### src/rtl/tff_ctrl_pkg.sv
// rtl/tff_ctrl_pkg.sv - shared types and defaults for the T flip-flop counter controller
package tff_ctrl_pkg;

  localparam int TFF_WIDTH  = 4;
  localparam int TFF_STEP_W = 8;

  typedef enum logic [1:0] {
    OP_UP  = 2'b00,
    OP_DN  = 2'b01,
    OP_CLR = 2'b10,
    OP_NOP = 2'b11
  } op_e;

  typedef enum logic {
    S_IDLE = 1'b0,
    S_RUN  = 1'b1
  } state_e;

endpackage

### src/rtl/tff_cell.sv
// rtl/tff_cell.sv - single T flip-flop with asynchronous active-high reset
module tff_cell (
  input  logic clk,
  input  logic rst,
  input  logic t,
  output logic q,
  output logic q_bar
);

  always_ff @(posedge clk or posedge rst) begin
    if (rst)    q <= 1'b0;
    else if (t) q <= ~q;
  end

  assign q_bar = ~q;

endmodule

### src/rtl/tff_count_ctrl.sv
// rtl/tff_count_ctrl.sv - command-driven up/down counter sequencing a T flip-flop bank
// Build option TFF_CTRL_WRAP_EN: wrap modulo 2^WIDTH with tc; otherwise saturate with sat.
module tff_count_ctrl
  import tff_ctrl_pkg::*;
#(
  parameter int WIDTH  = TFF_WIDTH,
  parameter int STEP_W = TFF_STEP_W
) (
  input  logic              clk,
  input  logic              rst,
  input  logic              cmd_valid,
  output logic              cmd_ready,
  input  logic [1:0]        cmd_op,
  input  logic [STEP_W-1:0] cmd_steps,
  input  logic              abort,
  output logic [WIDTH-1:0]  count,
  output logic [WIDTH-1:0]  count_n,
  output logic              done,
  output logic              sat,
  output logic              aborted,
  output logic              tc
);

  state_e            state, state_nx;
  op_e               op_q, op_nx;
  logic [STEP_W-1:0] remaining, remaining_nx;
  logic              done_nx, sat_nx, aborted_nx, tc_nx;
  logic [WIDTH-1:0]  t, tv_up, tv_dn, tv_step;
  logic              accept, wrap_step;

  assign cmd_ready = (state == S_IDLE);
  assign accept    = cmd_valid && cmd_ready;

  // Prefix AND/NOR chains: a bit toggles when every lower bit is at the carry/borrow value.
  always_comb begin
    logic up_run, dn_run;
    up_run = 1'b1;
    dn_run = 1'b1;
    tv_up  = '0;
    tv_dn  = '0;
    for (int i = 0; i < WIDTH; i++) begin
      tv_up[i] = up_run;
      tv_dn[i] = dn_run;
      up_run   = up_run & count[i];
      dn_run   = dn_run & ~count[i];
    end
  end

  assign tv_step   = (op_q == OP_UP) ? tv_up : (op_q == OP_DN) ? tv_dn : '0;
  assign wrap_step = (op_q == OP_UP) ? (&count) : (op_q == OP_DN) ? (~|count) : 1'b0;

  always_comb begin
    state_nx     = state;
    op_nx        = op_q;
    remaining_nx = remaining;
    t            = '0;
    done_nx      = 1'b0;
    sat_nx       = 1'b0;
    aborted_nx   = 1'b0;
    tc_nx        = 1'b0;
    case (state)
      S_IDLE: begin
        if (accept) begin
          op_nx = op_e'(cmd_op);
          case (op_e'(cmd_op))
            OP_UP, OP_DN: begin
              if (cmd_steps != '0) begin
                state_nx     = S_RUN;
                remaining_nx = cmd_steps;
              end else begin
                done_nx = 1'b1;
              end
            end
            OP_CLR:  state_nx = S_RUN;
            default: done_nx  = 1'b1;
          endcase
        end
      end
      S_RUN: begin
        if (abort) begin
          state_nx     = S_IDLE;
          remaining_nx = '0;
          done_nx      = 1'b1;
          aborted_nx   = 1'b1;
        end else if (op_q == OP_CLR) begin
          // Toggling every set bit lands the bank on zero in one edge.
          t        = count;
          state_nx = S_IDLE;
          done_nx  = 1'b1;
        end else begin
`ifdef TFF_CTRL_WRAP_EN
          t            = tv_step;
          tc_nx        = wrap_step;
          remaining_nx = remaining - STEP_W'(1);
          if (remaining == STEP_W'(1)) begin
            state_nx = S_IDLE;
            done_nx  = 1'b1;
          end
`else
          if (wrap_step) begin
            state_nx     = S_IDLE;
            remaining_nx = '0;
            done_nx      = 1'b1;
            sat_nx       = 1'b1;
          end else begin
            t            = tv_step;
            remaining_nx = remaining - STEP_W'(1);
            if (remaining == STEP_W'(1)) begin
              state_nx = S_IDLE;
              done_nx  = 1'b1;
            end
          end
`endif
        end
      end
      default: state_nx = S_IDLE;
    endcase
  end

  always_ff @(posedge clk or posedge rst) begin
    if (rst) begin
      state     <= S_IDLE;
      op_q      <= OP_NOP;
      remaining <= '0;
      done      <= 1'b0;
      sat       <= 1'b0;
      aborted   <= 1'b0;
      tc        <= 1'b0;
    end else begin
      state     <= state_nx;
      op_q      <= op_nx;
      remaining <= remaining_nx;
      done      <= done_nx;
      sat       <= sat_nx;
      aborted   <= aborted_nx;
      tc        <= tc_nx;
    end
  end

  for (genvar i = 0; i < WIDTH; i++) begin : g_bank
    tff_cell u_cell (
      .clk   (clk),
      .rst   (rst),
      .t     (t[i]),
      .q     (count[i]),
      .q_bar (count_n[i])
    );
  end

endmodule

### config.mk
export PLATFORM = sky130hd
export DESIGN_NAME = tff_count_ctrl
export DESIGN_NICKNAME = d
export VERILOG_FILES = /design/src/rtl/tff_ctrl_pkg.sv /design/src/rtl/tff_cell.sv /design/src/rtl/tff_count_ctrl.sv
export SDC_FILE = /design/constraint.sdc
export NUM_CORES = 1
export LEC_CHECK = 0
export ABC_CLOCK_PERIOD_IN_PS = 2100
export CORE_AREA = 3 3 56 58
export DETAILED_ROUTE_END_ITERATION = 16
export DIE_AREA = 0 0 59 61
export PLACE_DENSITY = 0.81
export SLEW_MARGIN = 0
export SYNTH_ARGS = -nofsm -noshare
export SYNTH_HDL_FRONTEND = slang
export SYNTH_SLANG_ARGS = --single-unit
### constraint.sdc
create_clock -name clk -period 2.1 [get_ports clk]
set_clock_uncertainty 0.1 [all_clocks]
set_input_delay 0.63 -clock clk [delete_from_list [all_inputs] [get_ports clk]]
set_output_delay 0.63 -clock clk [all_outputs]
set_load 0.01 [all_outputs]
==> impl_metrics.toml <==
[power_and_ir_drop]
pwr-share-seq = 0.327
ir_drop_mv = 0.866
power_switching_share = 0.406
p_int_w = 0.00117
leakage_nw = 0.752
total_power_w = 0.00197
power_per_cell_area_nw_per_um2 = 1170
combPwrFrac = 0.558
p_sw_w = 0.000800
clock_power_share = 0.115

[final_layout]
n_antenna_cell = 0
nNetsFinal = 185
postLayoutCellArea_um2 = 1690
area_growth_pct = 40.3
layout.cells.non_filler = 199
layout-drive-gt1-share = 0.298

[cts]
hold_buffers = 0
worst_skew_pair.late_latency_ps = 310
cts_tree = "done"
cts_made_buffers = 3
clk_pin_slew_ps = 120
cts_buffer_depth = 2
cts_root_buffer = "clkbuf_4"
cts_num_sinks = 18
h-tree-depth = 1

[flow_run]
cap_violations = 0

[global_route]
grt_usage = 0.187
grt_pass1_wl_um = 5100
grt_start_max_net_pins = 19
grt_pass1_vias = 1165
grt_antenna_before_repair = 0
grt_overflow_total = 0

[yosys]
synth_cells = 127
synth_area_um2 = 1200
synth_fp_nets = 143
ys_seq_elements = 18
ys_types = 45
yosys_warnings = 0
syn_area_per_cell_um2 = 9.48
synth_area_leaders = "dfrtp_1 (33%), buf_4 (6.2%), dfstp_2 (4.4%)"
synth_top_area_cell = "dfrtp_1"
synth_top_area_share = 0.333
synth-seq-area-share = 0.376

[routing]
via_per_inst = 5.84
drt_iter0_markers = 39
detail_route.first_pass.iterations = 4
wire_per_inst_um = 15.6
route.detailed.drc = 0
ant_nets = 0
via_count = 1163
drt_wl_total_um = 3110

[sta]
whs_ps = 460
setup_viol = 0
tightest_slew_ps = 695
post-route-min-period_ps = 2070
rsz0062_at_grt = "false"
relSlewSlack = 0.533
fin_crit_sh = 0.984
slew_viol_final = 0
hold_viol_final = 0
fmax_mhz = 484
setup-tns-final_ps = 0

[floorplanning]
die_height_um = 61
initial_utilization = 0.444
num_rows = 19
fp.coreArea_um2 = 2710
io_pins = 27
dieArea_um2 = 3600
die_w_um = 59

[setup_path]
crit_required_ps = 1370
path_buf_inv = 2
worstPathArrival_ps = 1340
path_cells = "inv_1, clkdlybuf4s50_1"
cp_slowest_cell = "clkdlybuf4s50_1"
cp-start-kind = "flip-flop"
worstSetupEndpointType = "output port"
crit_type = "reg -> out"
critPathTopFamily = "buffers and inverters"
critPathMaxFanout = 5
cpPeakStageDelay_ps = 520

[run_status]
outcome = "complete, no violations"

[placed_design]
place_area_um2 = 1530
hpwl_um = 2240
port_buffers = 25
gp_congestion = 0.952
place_inst = 186

[worst_hold_path]
hold_class = "reg -> reg"
stage by stage:
stage               setup WS [ps]  utilization
floorplan                    36.5            -
CTS                          14.5        0.596
global placement             -350        0.566
detailed placement           -415        0.566
finish                       34.4        0.623
global route                0.707        0.623
power by group through the flow:
stage          Combinational (W)  Sequential (W)  Clock (W)
2_1_floorplan           0.000696        0.000614          0
3_3_place_gp            0.000866        0.000681          0
3_5_place_dp            0.000893        0.000699          0
4_1_cts                  0.00100        0.000653   0.000224
5_1_grt                  0.00121        0.000663   0.000241
6_report                 0.00110        0.000645   0.000226
final timing paths:
path	slack (ps)	startpoint	cells past startpoint	to
worst min-delay path	460	op_q[1]	2	op_q[1]
worst min register to register	460	op_q[1]	2	op_q[1]
worst max-delay path	30	g_bank[3].u_cell.q	2	count_n[3]
worst max register to register	60	op_q[0]	4	g_bank[3].u_cell.q
min in group asynchronous	520	rst	3	sat
max in group asynchronous	1110	rst	3	op_q[1]
routing by layer:
metal,wire length [um],GRT usage,vias to the layer above
li1,-,-,545
met3,211,0.0298,6
met1,1260,0.217,556
met2,1610,0.342,56
met4,30,0.0744,0
met5,0,0,-
cell usage after synthesis (all sizes together):
| cell type | count |
|---|---|
| o21ai | 4 |
| nor2 | 6 |
| a32oi | 6 |
| nor3 | 4 |
| o31ai | 3 |
| or4bb | 1 |
| nor4b | 1 |
| a21oi | 2 |
| xnor2 | 1 |
| nand3 | 6 |
| nor3b | 1 |
| a22oi | 3 |
| a2bb2oi | 1 |
| a221oi | 1 |
| o221ai | 2 |
| o21bai | 1 |
| o2bb2ai | 2 |
| and2 | 2 |
| o21a | 2 |
| o2111ai | 1 |
| or4 | 4 |
| o211ai | 3 |
| dfrtp | 16 |
| a21boi | 1 |
| o41ai | 1 |
| clkinv | 1 |
| conb | 1 |
| and2b | 1 |
| dfstp | 2 |
| buf | 13 |
| mux2 | 1 |
| o311ai | 1 |
| a221o | 1 |
| a311oi | 1 |
| inv | 10 |
| nor2b | 3 |
| nand2 | 7 |
| ha | 2 |
| and4b | 1 |
| nand2b | 2 |
| nor4 | 1 |
| clkbuf | 1 |
| mux2i | 3 |
cell type report:
class,count,area (um^2)
well taps,31,38.8
multi-input cells,84,659
clock buffers,4,36.3
flip-flops and latches,18,459
repair buffers,51,454
inverters,11,41.3
fillers,237,1020
flip-flops by register name, summed over array words and instances, names as in the netlist:
name / flops
op_q: 2
remaining: 8
done: 1
sat: 1
state: 1
g_bank.u_cell.q: 4
aborted: 1
repair_timing:
item	4_1_cts	5_1_grt
gates resized for setup	13	11
pin swaps	4	6
endpoints found under the setup margin	14	15
buffers inserted	5	4
cloned	0	0
placed cells by master (no fill, tap or decap), types with 3 or more instances in the layout:
| cell type | n |
|---|---|
| a22oi_1 | 3 |
| a32oi_1 | 6 |
| buf_4 | 25 |
| clkbuf_4 | 3 |
| clkdlybuf4s50_1 | 14 |
| dfrtp_1 | 11 |
| dfrtp_2 | 5 |
| dlygate4sd2_1 | 6 |
| dlymetal6s2s_1 | 5 |
| inv_1 | 10 |
| mux2i_1 | 3 |
| nand2_1 | 7 |
| nand3_1 | 6 |
| nor2_1 | 6 |
| nor2b_1 | 3 |
| nor3_1 | 3 |
| o211ai_1 | 3 |
| o21ai_0 | 4 |
| o31ai_1 | 3 |
| or4_4 | 3 |
cells by family (layout without fill, tap and decap cells):
| logic type | Yosys count | count (layout) | share of synthesized area |
|---|---|---|---|
| and+or+nand+nor | 40 | 40 | 0.194 |
| AOI/OAI and AO/OA | 36 | 36 | 0.241 |
| buffers and inverters | 25 | 66 | 0.123 |
| DFF | 18 | 18 | 0.376 |
| muxes | 4 | 4 | 0.0343 |
| adders and majority gates | 2 | 2 | 0.0208 |
| other | 1 | 1 | 0.00312 |
| xor gates and xnor gates | 1 | 1 | 0.00728 |
tightest hold or removal path, delay by kind of cell (launching register included):
family / cells / cell delay, ps
flops: 1 / 420
simple gates: 1 / 60
compound gates: 1 / 80
(Power assumes the default switching activity.)
